[src/rtl/irq_pending_ctrl.sv]
// Four-line interrupt request capture with sticky pending/overflow bits, per-line mask,
// and a valid/ready presentation of the highest-priority enabled pending line (line 3 highest).
module irq_pending_ctrl #(
    parameter bit          EDGE    = 1'b1,
    parameter int unsigned NUM_REQ = 4
) (
    input  logic               clk,
    input  logic               rst_n,
    input  logic [NUM_REQ-1:0] req,
    input  logic [NUM_REQ-1:0] mask,
    input  logic               enable,
    input  logic               irq_ready,
    output logic               irq_valid,
    output logic [1:0]         irq_id,
    output logic [NUM_REQ-1:0] pending,
    output logic [NUM_REQ-1:0] overflow,
    input  logic               ovf_clr
);

    localparam int unsigned ID_W = 2;

    generate
        if (NUM_REQ != 4) begin : g_bad_num_req
            $error("irq_pending_ctrl: NUM_REQ must be 4");
        end
    endgenerate

    typedef enum logic {
        IDLE    = 1'b0,
        PRESENT = 1'b1
    } state_t;

    state_t             state;
    state_t             state_nxt;
    logic [ID_W-1:0]    id_nxt;
    logic [NUM_REQ-1:0] ev;
    logic [NUM_REQ-1:0] clr;
    logic [NUM_REQ-1:0] sel;
    logic [NUM_REQ-1:0] ovf_set;

    // Capture event: rising edge or level, chosen at build time
    generate
        if (EDGE) begin : g_edge
            logic [NUM_REQ-1:0] req_d;
            always_ff @(posedge clk or negedge rst_n) begin
                if (!rst_n) begin
                    req_d <= '0;
                end else begin
                    req_d <= req;
                end
            end
            assign ev = req & ~req_d;
        end else begin : g_level
            assign ev = req;
        end
    endgenerate

    // Acceptance clears exactly the presented line
    always_comb begin
        clr = '0;
        if (irq_valid && irq_ready) begin
            clr[irq_id] = 1'b1;
        end
    end

    assign ovf_set   = ev & pending & ~clr;
    assign irq_valid = (state == PRESENT);

    // Set dominates clear so an event arriving in the accept cycle is kept
    always_ff @(posedge clk or negedge rst_n) begin
        if (!rst_n) begin
            pending  <= '0;
            overflow <= '0;
        end else begin
            pending  <= ev | (pending & ~clr);
            overflow <= ovf_set | (ovf_clr ? '0 : overflow);
        end
    end

    always_ff @(posedge clk or negedge rst_n) begin
        if (!rst_n) begin
            state  <= IDLE;
            irq_id <= '0;
        end else begin
            state  <= state_nxt;
            irq_id <= id_nxt;
        end
    end

    // Ascending scan: the last enabled pending line found is the highest priority
    always_comb begin
        state_nxt = state;
        id_nxt    = irq_id;
        sel       = pending & mask;
        case (state)
            IDLE: begin
                if (enable && (|sel)) begin
                    state_nxt = PRESENT;
                    for (int i = 0; i < NUM_REQ; i++) begin
                        if (sel[i]) begin
                            id_nxt = ID_W'(i);
                        end
                    end
                end
            end
            PRESENT: begin
                if (irq_ready) begin
                    state_nxt = IDLE;
                end
            end
            default: state_nxt = IDLE;
        endcase
    end

endmodule

[config.mk]
export PLATFORM = sky130hd
export DESIGN_NAME = irq_pending_ctrl
export DESIGN_NICKNAME = d
export VERILOG_FILES = /design/src/rtl/irq_pending_ctrl.sv
export SDC_FILE = /design/constraint.sdc
export NUM_CORES = 1
export LEC_CHECK = 0
export ABC_AREA = 0
export CAP_MARGIN = 15
export CORE_MARGIN = 2
export CORE_UTILIZATION = 38
export CTS_BUF_LIST = sky130_fd_sc_hd__clkbuf_8
export CTS_CLUSTER_DIAMETER = 200
export CTS_CLUSTER_SIZE = 28
export DETAILED_ROUTE_END_ITERATION = 6
export PLACE_DENSITY = 0.78
export SYNTH_ARGS = -nofsm -noshare
export SYNTH_HDL_FRONTEND = slang
export SYNTH_SLANG_ARGS = --single-unit
[constraint.sdc]
create_clock -name clk -period 1.1 [get_ports clk]
set_input_delay 0.22 -clock clk [delete_from_list [all_inputs] [get_ports clk]]
set_output_delay 0.22 -clock clk [all_outputs]
set_load 0.01 [all_outputs]
==> summary.log <==
INFO  sta            finalMaxSlewViolations=0
INFO  cts            htreeDepth=1
INFO  floorplanning  die_area=1860um2
INFO  power_and_ir_drop p_int=1470uW
INFO  worst_setup_path cp.required=1.22ns
INFO  synth          yosys_register_bits=15
INFO  sta            timing.max_slew.rel_slack=0.869
INFO  place          port_buffers=23
INFO  cells_and_area syn_to_final_growth=59.5%
INFO  worst_setup_path criticalPathCategory=reg -> reg
INFO  synth          syn-instance-count=51
INFO  sta            timing.clock.skew=0.00218ns
INFO  worst_setup_path crit_path_start_kind=flop
INFO  grt            grt_use_met3=0.0383
INFO  power_and_ir_drop p_per_area=2460nW/um2
INFO  sta            layout_setup_ws=-0.0243ns
INFO  grt            top_usage_layer=met2
INFO  cts            cts-root-to-sink-buffers=2
INFO  synth          syn-mean-instance-area=11.4um2
INFO  cells_and_area final_cells=102
INFO  power_and_ir_drop peakVddDrop=0.00136V
INFO  synth          synth_fp_nets=64
INFO  cells_and_area layout.nets=100
INFO  cells_and_area finalCoreUtilization=0.629
INFO  sta            timing.final.hold_violations=0
INFO  floorplanning  floorplan.core_area=1470um2
INFO  worst_setup_path crit_path_end_kind=flop
INFO  routing        ant_nets=0
INFO  grt            grtUsageMet2=0.296
INFO  synth          synth.cell_area=581um2
INFO  power_and_ir_drop power.share.switching=0.355
INFO  grt            grt_antenna_before_repair=0
INFO  power_and_ir_drop power_switching=807uW
INFO  sta            setup_viol_count_final=2
INFO  cells_and_area finalInstanceArea=926um2
INFO  grt            globalRouteTotalUtil=0.166
INFO  worst_setup_path worstPathMaxFanout=5
INFO  power_and_ir_drop power.total=2270uW
INFO  cells_and_area antenna_cells=0
INFO  power_and_ir_drop power.share.combinational=0.436
INFO  routing        average_detailed_routed_wire_length_per_instance=14.0um
INFO  floorplanning  initial_core_util=0.395
INFO  power_and_ir_drop power.sequential.fraction=0.374
INFO  routing        num_vias=505
INFO  place          dp_hpwl=1010um
INFO  sta            part_of_the_cycle_the_worst_path_needs=1.02
INFO  place          final_estimated_routing_congestion_in_global_placement=0.751
INFO  sta            peak_clock_frequency_supported_by_timing=0.889GHz
INFO  job            maxCapViolations=0
INFO  sta            rsz0062_at_grt=true
INFO  cells_and_area layout-drive-gt1-share=0.326
INFO  worst_setup_path rr_startpoint=irq_valid
INFO  cts            cts_stage_hold_buffer_count=0
INFO  grt            remaining_global_route_overflow=0
INFO  routing        detailedRoute.firstIterationViolations=6
INFO  worst_setup_path setup.worst_path.start=irq_valid
INFO  grt            first_global_vias=530
INFO  worst_setup_path critPathArrivalTime=1.25ns
INFO  worst_setup_path worst_r2r_path_depth=3
INFO  grt            grt_max_degree=16
INFO  floorplanning  std_cell_rows=14
INFO  sta            final.min_clock_period=1.12ns
INFO  synth          synth.yosys.seq_area_share=0.647
INFO  cts            cts-root-buf=clkbuf_8
INFO  place          dp_cells=95
INFO  worst_setup_path worst-r2r-setup-slack=-0.02ns
INFO  cts            tritoncts=yes
INFO  cts            cts_made_buffers=3
INFO  routing        drt_first_pass_iters=4
INFO  routing        drc_errors=0
INFO  outcome        status=finished with violations
INFO  outcome        violations=setup timing
INFO  power_and_ir_drop clock_power_share=0.190
INFO  floorplanning  die_height=43.1um
INFO  synth          synth.distinct_cells=17
INFO  cts            clk-insertion-delay-late=0.25ns
INFO  worst_setup_path r2r-end=irq_valid
INFO  place          detailed_place.area=868um2
INFO  grt            global_route.usage.met1=0.185
INFO  synth          synth-warning-count=0
INFO  routing        drt-total-wl=1430um
INFO  power_and_ir_drop static-leakage-power=0.000430uW
INFO  floorplanning  boundaryPins=24
INFO  routing        vias_per_cell=4.95
INFO  sta            actual_transition_at_the_worst_max_transition_pin=0.197ns
INFO  grt            grt_pass1_wl=2210um
INFO  cts            cts_sinks=15
INFO  floorplanning  die_w=43.1um
INFO  cts            clk_pin_slew_worst_paths=0.06ns
INFO  hold_path      worst_hold_path_type=in -> async
-- worst max-delay path: stages (launching register included) --
cell      delay (ns)
dfrtp_1         0.39
nand2b_4        0.17
a21o_2          0.10
or3b_1          0.34
-- worst max-delay path by stage --
stage / cells past startpoint / end / slack, ns
after floorplan: 3 / irq_valid / -0.02
after global placement: 4 / irq_valid / -0.22
after detailed placement: 4 / irq_valid / -0.24
after CTS: 3 / irq_valid / -0.03
after global routing: 3 / irq_valid / -0.08
final: 3 / irq_valid / -0.02
-- registers in the layout, indices dropped and copies added, names as in the netlist --
name,flops
irq_valid,1
overflow,4
irq_id,2
g_edge.req_d,4
pending,4
-- through the flow --
step,hold WS [ns],setup TNS [ns],setup WS [ns]
4_1_cts,0.286,-0.0528,-0.0301
3_3_place_gp,0.497,-2.19,-0.224
3_5_place_dp,0.504,-2.42,-0.243
5_1_grt,0.319,-0.204,-0.0800
6_report,0.282,-0.0309,-0.0243
2_1_floorplan,-0.0756,-0.0187,-0.0187
-- power by group through the flow --
stage          Combinational [uW]  Sequential, uW  Clock (uW)
5_1_grt                      1070             866         465
3_5_place_dp                  932             843           0
4_1_cts                       924             837         444
2_1_floorplan                 287             921           0
3_3_place_gp                  904             835           0
6_report                      991             851         433
-- synth_stat cells --
master	number	share of area
o31ai_1	2	0.026
a221o_1	1	0.017
o2bb2ai_1	1	0.015
nand2b_4	1	0.024
nor2_1	1	0.0065
nand2b_1	4	0.043
nand3_1	1	0.0086
nand2_1	9	0.058
a21o_2	1	0.015
inv_1	5	0.032
a21o_1	1	0.013
o22ai_1	4	0.043
or3b_1	1	0.015
nor2b_1	1	0.011
a21oi_1	1	0.0086
dfrtp_1	15	0.65
o21ai_0	2	0.017
-- cell usage in the layout (no fill, tap or decap), drive strengths merged --
cell	Yosys	final
o31ai	2	2
a21o	2	2
dfrtp	15	15
or3b	1	1
buf	0	14
nand2b	5	5
clkdlybuf4s15	0	1
inv	5	6
a21oi	1	1
nor2	1	1
clkbuf	0	7
nor2b	1	1
nand3	1	1
o21ai	2	2
o22ai	4	4
o2bb2ai	1	1
nand2	9	9
clkdlybuf4s50	0	12
a221o	1	1
-- logic make-up after synthesis --
kind of cell	count (synthesis)	synth area share
flip-flops	15	0.647
buffers and inverters	5	0.0323
AND/OR/NAND/NOR	18	0.166
AO/OA/AOI/OAI	13	0.155
-- final cells by class --
| type | count | area [um2] |
|---|---|---|
| clock inverters | 1 | 3.75 |
| inverters | 5 | 18.8 |
| repair buffers | 31 | 244 |
| multi-input cells | 31 | 223 |
| flip-flops and latches | 15 | 375 |
| fillers | 129 | 546 |
| clock buffers | 3 | 41.3 |
| well taps | 16 | 20.0 |
-- metal layers --
metal | wire length [um] | vias up
li1 | - | 242
met1 | 571 | 250
met2 | 791 | 11
met3 | 53 | 2
met4 | 13 | 0
met5 | 0 | -
-- what timing repair did --
action / 4_1_cts / 5_1_grt
gates resized for setup: 34 / 14
endpoints found under the setup margin: 14 / 14
setup buffers: 2 / 1
pin swaps: 0 / 3
No activity file was read; power rests on OpenSTA's default activity.
